--- src/rtl/alu_exec_ctrl.sv ---
// Execute-stage sequencer for the shared 16-bit ALU: one-op-per-cycle handshake,
// one-hot ALU enable generation, registered result toward writeback and PSW flag ownership.

module alu_exec_alu (
    input  logic [40:0] en_i,
    input  logic [15:0] a_i,
    input  logic [15:0] b_i,
    input  logic        cin_i,
    output logic [15:0] result_o,
    output logic        c_o,
    output logic        v_o
);
    logic        sub_op;
    logic        cin_eff;
    logic [15:0] b_op;
    logic [16:0] add_s;
    logic        add_v;
    logic [4:0]  dc;
    logic [15:0] dadd_r;
    logic        unsupported;

    // SUB/SUBC reuse the adder as a + ~b + cin; ADD forces cin=0, SUB forces cin=1.
    assign sub_op  = en_i[11] | en_i[12];
    assign cin_eff = en_i[9] ? 1'b0 : (en_i[11] ? 1'b1 : cin_i);
    assign b_op    = sub_op ? ~b_i : b_i;
    assign add_s   = {1'b0, a_i} + {1'b0, b_op} + {16'b0, cin_eff};
    assign add_v   = (a_i[15] == b_op[15]) & (add_s[15] != a_i[15]);

    // Four-digit BCD ripple: each digit adds 6 when its binary sum exceeds 9.
    assign dc[0] = cin_i;
    for (genvar gi = 0; gi < 4; gi++) begin : g_bcd
        logic [4:0] dsum;
        assign dsum              = {1'b0, a_i[4*gi +: 4]} + {1'b0, b_i[4*gi +: 4]} + {4'b0, dc[gi]};
        assign dc[gi+1]          = (dsum > 5'd9);
        assign dadd_r[4*gi +: 4] = dc[gi+1] ? (dsum[3:0] + 4'd6) : dsum[3:0];
    end

    assign unsupported = |{en_i[40:21], en_i[14], en_i[8:0]};

    always_comb begin
        result_o = '0;
        c_o      = add_s[16];
        v_o      = add_v;
        if (|en_i[12:9]) result_o = add_s[15:0];
        if (en_i[13]) begin
            result_o = dadd_r;
            c_o      = dc[4];
        end
        if (en_i[15]) result_o = a_i ^ b_i;
        if (en_i[16]) result_o = a_i & b_i;
        if (en_i[17]) result_o = a_i | b_i;
        if (en_i[18]) result_o = a_i & b_i;
        if (en_i[19]) result_o = a_i & ~b_i;
        if (en_i[20]) result_o = a_i | b_i;
        if (unsupported) result_o = '0;
    end
endmodule

module alu_exec_ctrl #(
    parameter int         DST_W   = 3,
    parameter logic [3:0] PSW_RST = 4'b0000
) (
    input  logic             clk,
    input  logic             rst,
    input  logic             in_valid,
    output logic             in_ready,
    input  logic [3:0]       in_op,
    input  logic [15:0]      in_a,
    input  logic [15:0]      in_b,
    input  logic [DST_W-1:0] in_dst,
    output logic             out_valid,
    input  logic             out_ready,
    output logic [15:0]      out_result,
    output logic [DST_W-1:0] out_dst,
    output logic             out_wb,
    output logic             out_err,
    output logic             psw_c,
    output logic             psw_z,
    output logic             psw_n,
    output logic             psw_v,
    input  logic             psw_wr_en,
    input  logic [3:0]       psw_wr_data
);
    typedef enum logic {EMPTY = 1'b0, FULL = 1'b1} state_t;

    state_t           state_q, state_d;
    logic [15:0]      result_q, result_d;
    logic [DST_W-1:0] dst_q, dst_d;
    logic             wb_q, wb_d;
    logic             err_q, err_d;
    logic [3:0]       psw_q, psw_d;   // {V,N,Z,C}

    logic [40:0]      alu_en;
    logic [15:0]      alu_r;
    logic             alu_c;
    logic             alu_v;
    logic             accept;
    logic             op_legal;

    // Ops 0-4 map to enable 9-13, ops 5-10 to enable 15-20.
    for (genvar gi = 0; gi < 11; gi++) begin : g_en
        localparam int IDX = (gi <= 4) ? (9 + gi) : (10 + gi);
        assign alu_en[IDX] = in_valid && (in_op == 4'(gi));
    end
    assign alu_en[8:0]   = '0;
    assign alu_en[14]    = 1'b0;
    assign alu_en[40:21] = '0;

    alu_exec_alu u_alu (
        .en_i     (alu_en),
        .a_i      (in_a),
        .b_i      (in_b),
        .cin_i    (psw_q[0]),
        .result_o (alu_r),
        .c_o      (alu_c),
        .v_o      (alu_v)
    );

    assign op_legal = (in_op <= 4'd10);
    assign in_ready = (state_q == EMPTY) | out_ready;
    assign accept   = in_valid & in_ready;

    always_comb begin
        state_d  = state_q;
        result_d = result_q;
        dst_d    = dst_q;
        wb_d     = wb_q;
        err_d    = err_q;
        psw_d    = psw_q;
        if (accept) begin
            state_d  = FULL;
            result_d = op_legal ? alu_r : 16'h0000;
            dst_d    = in_dst;
            wb_d     = op_legal && (in_op != 4'd8);
            err_d    = !op_legal;
            if (op_legal) begin
                psw_d[1] = (alu_r == 16'h0000);
                psw_d[2] = alu_r[15];
                if (in_op <= 4'd3) begin
                    psw_d[0] = alu_c;
                    psw_d[3] = alu_v;
                end else if (in_op == 4'd4) begin
                    psw_d[0] = alu_c;
                end
            end
        end else if (out_ready) begin
            state_d = EMPTY;
        end
        if (psw_wr_en) psw_d = psw_wr_data;
    end

    always_ff @(posedge clk) begin
        if (rst) begin
            state_q  <= EMPTY;
            result_q <= '0;
            dst_q    <= '0;
            wb_q     <= 1'b0;
            err_q    <= 1'b0;
            psw_q    <= PSW_RST;
        end else begin
            state_q  <= state_d;
            result_q <= result_d;
            dst_q    <= dst_d;
            wb_q     <= wb_d;
            err_q    <= err_d;
            psw_q    <= psw_d;
        end
    end

    assign out_valid  = (state_q == FULL);
    assign out_result = result_q;
    assign out_dst    = dst_q;
    assign out_wb     = wb_q;
    assign out_err    = err_q;
    assign psw_c      = psw_q[0];
    assign psw_z      = psw_q[1];
    assign psw_n      = psw_q[2];
    assign psw_v      = psw_q[3];
endmodule

--- config.mk ---
export PLATFORM = sky130hd
export DESIGN_NAME = alu_exec_ctrl
export DESIGN_NICKNAME = d
export VERILOG_FILES = /design/src/rtl/alu_exec_ctrl.sv
export SDC_FILE = /design/constraint.sdc
export NUM_CORES = 1
export LEC_CHECK = 0
export CAP_MARGIN = 15
export CORE_AREA = 2 2 104 106
export CTS_BUF_LIST = sky130_fd_sc_hd__clkbuf_16
export DETAILED_ROUTE_END_ITERATION = 16
export DIE_AREA = 0 0 106 108
export GPL_TIMING_DRIVEN = 0
export PLACE_DENSITY = 0.83
export SLEW_MARGIN = 10
export SYNTH_ARGS = -nofsm -noshare
export SYNTH_HDL_FRONTEND = slang
export SYNTH_SLANG_ARGS = --single-unit
--- constraint.sdc ---
create_clock -name clk -period 9.8 [get_ports clk]
set_clock_uncertainty 0.05 [all_clocks]
set_input_delay 0.98 -clock clk [delete_from_list [all_inputs] [get_ports clk]]
set_output_delay 0.98 -clock clk [all_outputs]
set_load 0.05 [all_outputs]
==> impl_metrics.prom <==
# TYPE chip_impl_metric gauge
chip_impl_info{name="critical_path.startpoint",value="in_b[0]"} 1
chip_impl_metric{name="slew_headroom",unit="%"} 35.1
chip_impl_metric{name="io_pins",unit=""} 75
chip_impl_metric{name="yosysWarnings",unit=""} 0
chip_impl_metric{name="grtUsageTotal",unit="%"} 32.7
chip_impl_metric{name="synth.mux.area_fraction",unit="%"} 1.44
chip_impl_metric{name="timing.critical_path.buf_inv",unit=""} 8
chip_impl_metric{name="total_leakage_power",unit="nW"} 2.57
chip_impl_metric{name="synthesized_area_fraction_occupied_by_xor_and_xnor_cells",unit="%"} 5.55
chip_impl_metric{name="critical-path-max-stage-delay",unit="ns"} 0.58
chip_impl_metric{name="gp_congestion",unit=""} 1.10
chip_impl_metric{name="clockBufferDepth",unit=""} 2
chip_impl_metric{name="sw_frac_of_total",unit="%"} 45.4
chip_impl_metric{name="crit_fanout",unit=""} 4
chip_impl_metric{name="timing.setup.tns",unit="ns"} 0
chip_impl_metric{name="synth_nets",unit=""} 822
chip_impl_info{name="crit_type",value="in2reg"} 1
chip_impl_metric{name="pwr_density_cell",unit="nW/um^2"} 96.9
chip_impl_metric{name="die_w",unit="microns"} 106
chip_impl_metric{name="synthArstFlopShare",unit="%"} 0
chip_impl_info{name="timing.critical_path.mode_cell",value="sky130_fd_sc_hd__fa_2"} 1
chip_impl_metric{name="grt_max_degree",unit=""} 14
chip_impl_metric{name="vdd_drop_max",unit="mV"} 0.0759
chip_impl_info{name="ctsRootBufferMaster",value="sky130_fd_sc_hd__clkbuf_16"} 1
chip_impl_info{name="dominant_combinational_cell_family_by_area_after_synthesis",value="compound AO/OA/AOI/OAI gates"} 1
chip_impl_metric{name="ctsHtreeMaxLevel",unit=""} 1
chip_impl_metric{name="power.share.combinational",unit="%"} 66.0
chip_impl_metric{name="clockPowerShare",unit="%"} 14.8
chip_impl_metric{name="setup_viol_count_final",unit=""} 0
chip_impl_metric{name="synth_seq_cells",unit=""} 26
chip_impl_info{name="outcome",value="finished clean"} 1
chip_impl_metric{name="postSynthAreaPerCell",unit="sq um"} 7.27
chip_impl_metric{name="drt_first_pass_iters",unit=""} 5
chip_impl_metric{name="place_hpwl",unit="microns"} 14900
chip_impl_info{name="tritoncts",value="yes"} 1
chip_impl_metric{name="cp_data_arrival_time",unit="ns"} 9.65
chip_impl_metric{name="total_cts_buffers",unit=""} 3
chip_impl_metric{name="post_route_cells_drive_above_1_share",unit="%"} 9.11
chip_impl_metric{name="synth_fa_ha_area_share",unit="%"} 21.3
chip_impl_metric{name="layout.cell_area.non_filler",unit="sq um"} 6170
chip_impl_info{name="dominantRegCellSynth",value="sky130_fd_sc_hd__dfxtp_1"} 1
chip_impl_info{name="hp-class",value="reg2reg"} 1
chip_impl_metric{name="place.port_buffers",unit=""} 72
chip_impl_info{name="worstReg2RegStart",value="psw_q[0]"} 1
chip_impl_metric{name="syn-cell-area",unit="sq um"} 5050
chip_impl_metric{name="area_growth",unit="%"} 22.2
chip_impl_metric{name="grt_pass1_wl",unit="microns"} 29500
chip_impl_metric{name="post-route-min-period",unit="ns"} 9.54
chip_impl_metric{name="seq_power_share",unit="%"} 19.2
chip_impl_metric{name="drc",unit=""} 0
chip_impl_metric{name="count_of_routing_violations_after_the_opening_detailed_route_iteration",unit=""} 529
chip_impl_metric{name="number_of_flops_mapped_to_enable_cells_by_yosys",unit=""} 0
chip_impl_metric{name="finalMaxSlewViolations",unit=""} 0
chip_impl_metric{name="placeableCoreArea",unit="sq um"} 10200
chip_impl_metric{name="die_area",unit="sq um"} 11400
chip_impl_metric{name="clock_sink_count",unit=""} 26
chip_impl_metric{name="synthDistinctLibCells",unit=""} 86
chip_impl_info{name="grt_setup_unrepaired",value="false"} 1
chip_impl_metric{name="drv_cap",unit=""} 0
chip_impl_info{name="endpoint_kind",value="register"} 1
chip_impl_metric{name="tightest_hold_margin",unit="ns"} 0.410
chip_impl_metric{name="cell_count_after_synthesis",unit=""} 694
chip_impl_metric{name="route.final.wire_length",unit="microns"} 19200
chip_impl_metric{name="ant_nets",unit=""} 0
chip_impl_metric{name="post_synth_and_or_nand_nor_area_fraction",unit="%"} 22.0
chip_impl_metric{name="final_nets",unit=""} 909
chip_impl_metric{name="viasPerCell",unit=""} 6.33
chip_impl_metric{name="insertedDiodeCount",unit=""} 0
chip_impl_metric{name="row_count",unit=""} 37
chip_impl_metric{name="worst-endpoint-required",unit="ns"} 9.91
chip_impl_metric{name="height_of_the_chip",unit="microns"} 108
chip_impl_metric{name="clk-insertion-delay-late",unit="ns"} 0.26
chip_impl_info{name="cp_slowest_cell",value="sky130_fd_sc_hd__fa_2"} 1
chip_impl_metric{name="worst_pin_slew",unit="ns"} 0.960
chip_impl_metric{name="vias",unit=""} 5790
chip_impl_metric{name="initial_core_util",unit="%"} 49.3
chip_impl_metric{name="power.internal",unit="mW"} 0.326
chip_impl_metric{name="max_clock_freq",unit="GHz"} 0.105
chip_impl_metric{name="clk_pin_slew",unit="ns"} 0.06
chip_impl_info{name="holdCritStartpoint",value="out_result[0]"} 1
chip_impl_info{name="kind_of_cell_with_the_highest_combined_delay_on_the_critical_path",value="adder cells"} 1
chip_impl_metric{name="timing_hold_violations_final",unit=""} 0
chip_impl_metric{name="synth_compound_gate_area_share",unit="%"} 32.2
chip_impl_metric{name="final_min_period_over_clock_period",unit="%"} 97.3
chip_impl_metric{name="synth_seq_area_share",unit="%"} 10.3
chip_impl_metric{name="number_of_antenna_violations_at_the_first_check_in_global_routing",unit=""} 0
chip_impl_metric{name="place_area",unit="sq um"} 5940
chip_impl_metric{name="globalRoute.totalOverflow",unit=""} 0
chip_impl_metric{name="grt_pass1_vias",unit=""} 5534
chip_impl_metric{name="wl_cell",unit="microns"} 20.9
chip_impl_metric{name="power.switching",unit="mW"} 0.271
chip_impl_info{name="startpoint_type_of_the_worst_setup_path",value="input pin"} 1
what timing repair did:
action                     4_1_cts  5_1_grt
gates resized for setup         16       14
setup endpoints to repair        5        1
hold buffers                     0        0
pin swaps                        6        8
buffers inserted                 6        4
logic make-up (layout without fill, tap and decap cells):
family / count (synthesis) / count (layout)
AO/OA/AOI/OAI: 245 / 245
AND/OR/NAND/NOR: 217 / 217
buffers and inverters: 87 / 172
adder cells (fa/ha/maj): 80 / 80
XOR/XNOR: 32 / 32
flip-flops: 26 / 26
multiplexers: 7 / 7
tightest hold or removal path, delay by kind of cell (launching register included):
kind / cells / cell delay, ns
and+or+nand+nor: 1 / 0.05
AOI/OAI and AO/OA: 1 / 0.05
DFF: 1 / 0.31
cells in the final DEF, fill, tap and decap left out, drive strengths merged, types with 6 or more instances in the layout:
master and instances:
clkdlybuf4s50 69, a22oi 16, ha 70, o21a 9, nand2b 6, nor3 18
nor2b 7, a21o 9, nor2 58, inv 54, fa 10, nand2 59
a21oi 64, o21ai 56, nand3 16, a211oi 10, o22ai 7, clkbuf 22
nand3b 9, o31ai 6, xor2 6, dfxtp 26, buf 25, o211ai 11
a21boi 6, xnor2 26
flip-flops by register name, indices dropped and copies added (netlist names):
| signal | flops |
|---|---|
| out_wb | 1 |
| out_dst | 3 |
| out_result | 16 |
| psw_q | 4 |
| out_err | 1 |
| out_valid | 1 |
power groups by stage:
stage               clock [mW]  combinational (mW)  sequential [mW]
floorplan                    0               0.225            0.135
finish                  0.0885               0.394            0.115
global route            0.0934               0.424            0.115
detailed placement           0               0.354            0.117
global placement             0               0.343            0.117
CTS                     0.0890               0.372            0.115
final timing paths:
check | slack (ns) | endpoint | cells after the start
setup / recovery | 0.26 | psw_q[1] | 39
hold / removal | 0.41 | out_result[0] | 2
setup reg to reg | 0.76 | psw_q[1] | 38
hold reg to reg | 0.41 | out_result[0] | 2
stage by stage:
stage / setup slack [ns] / utilization (%) / total power, mW / instances
floorplan: 0.522 / - / 0.360 / 694
global placement: -1.11 / 58.1 / 0.460 / 902
detailed placement: -1.50 / 58.1 / 0.471 / 902
CTS: 0.00833 / 59.7 / 0.576 / 911
global route: 0.00310 / 60.3 / 0.633 / 915
finish: 0.261 / 60.3 / 0.598 / 915
final cells by class:
class / count / area, sq um
inverter: 55 / 206
tap: 136 / 170
clock buffer: 3 / 75.1
buffer: 32 / 154
fill: 933 / 4060
multi-input combinational: 581 / 4250
timing repair buffer: 82 / 788
sequential: 26 / 520
cell usage after synthesis, types with 10 or more instances:
master                     count  area, sq um
sky130_fd_sc_hd__a21oi_1      64          320
sky130_fd_sc_hd__a22oi_1      15          113
sky130_fd_sc_hd__clkbuf_1     17         63.8
sky130_fd_sc_hd__dfxtp_1      26          521
sky130_fd_sc_hd__fa_1         10          200
sky130_fd_sc_hd__ha_1         70          876
sky130_fd_sc_hd__inv_1        53          199
sky130_fd_sc_hd__nand2_1      57          214
sky130_fd_sc_hd__nand3_1      15         75.1
sky130_fd_sc_hd__nor2_1       57          214
sky130_fd_sc_hd__nor3_1       18         90.1
sky130_fd_sc_hd__o211ai_1     10         75.1
sky130_fd_sc_hd__o21ai_0      53          265
sky130_fd_sc_hd__xnor2_1      26          228
per-layer routing:
metal | up-vias | global-route usage, % | wire length, microns
li1 | 2705 | - | -
met1 | 2680 | 41.3 | 7740
met2 | 349 | 56.0 | 8790
met3 | 56 | 5.97 | 1930
met4 | 0 | 11.7 | 692
met5 | - | 0 | 0
No activity file was read; power rests on OpenSTA's default activity.
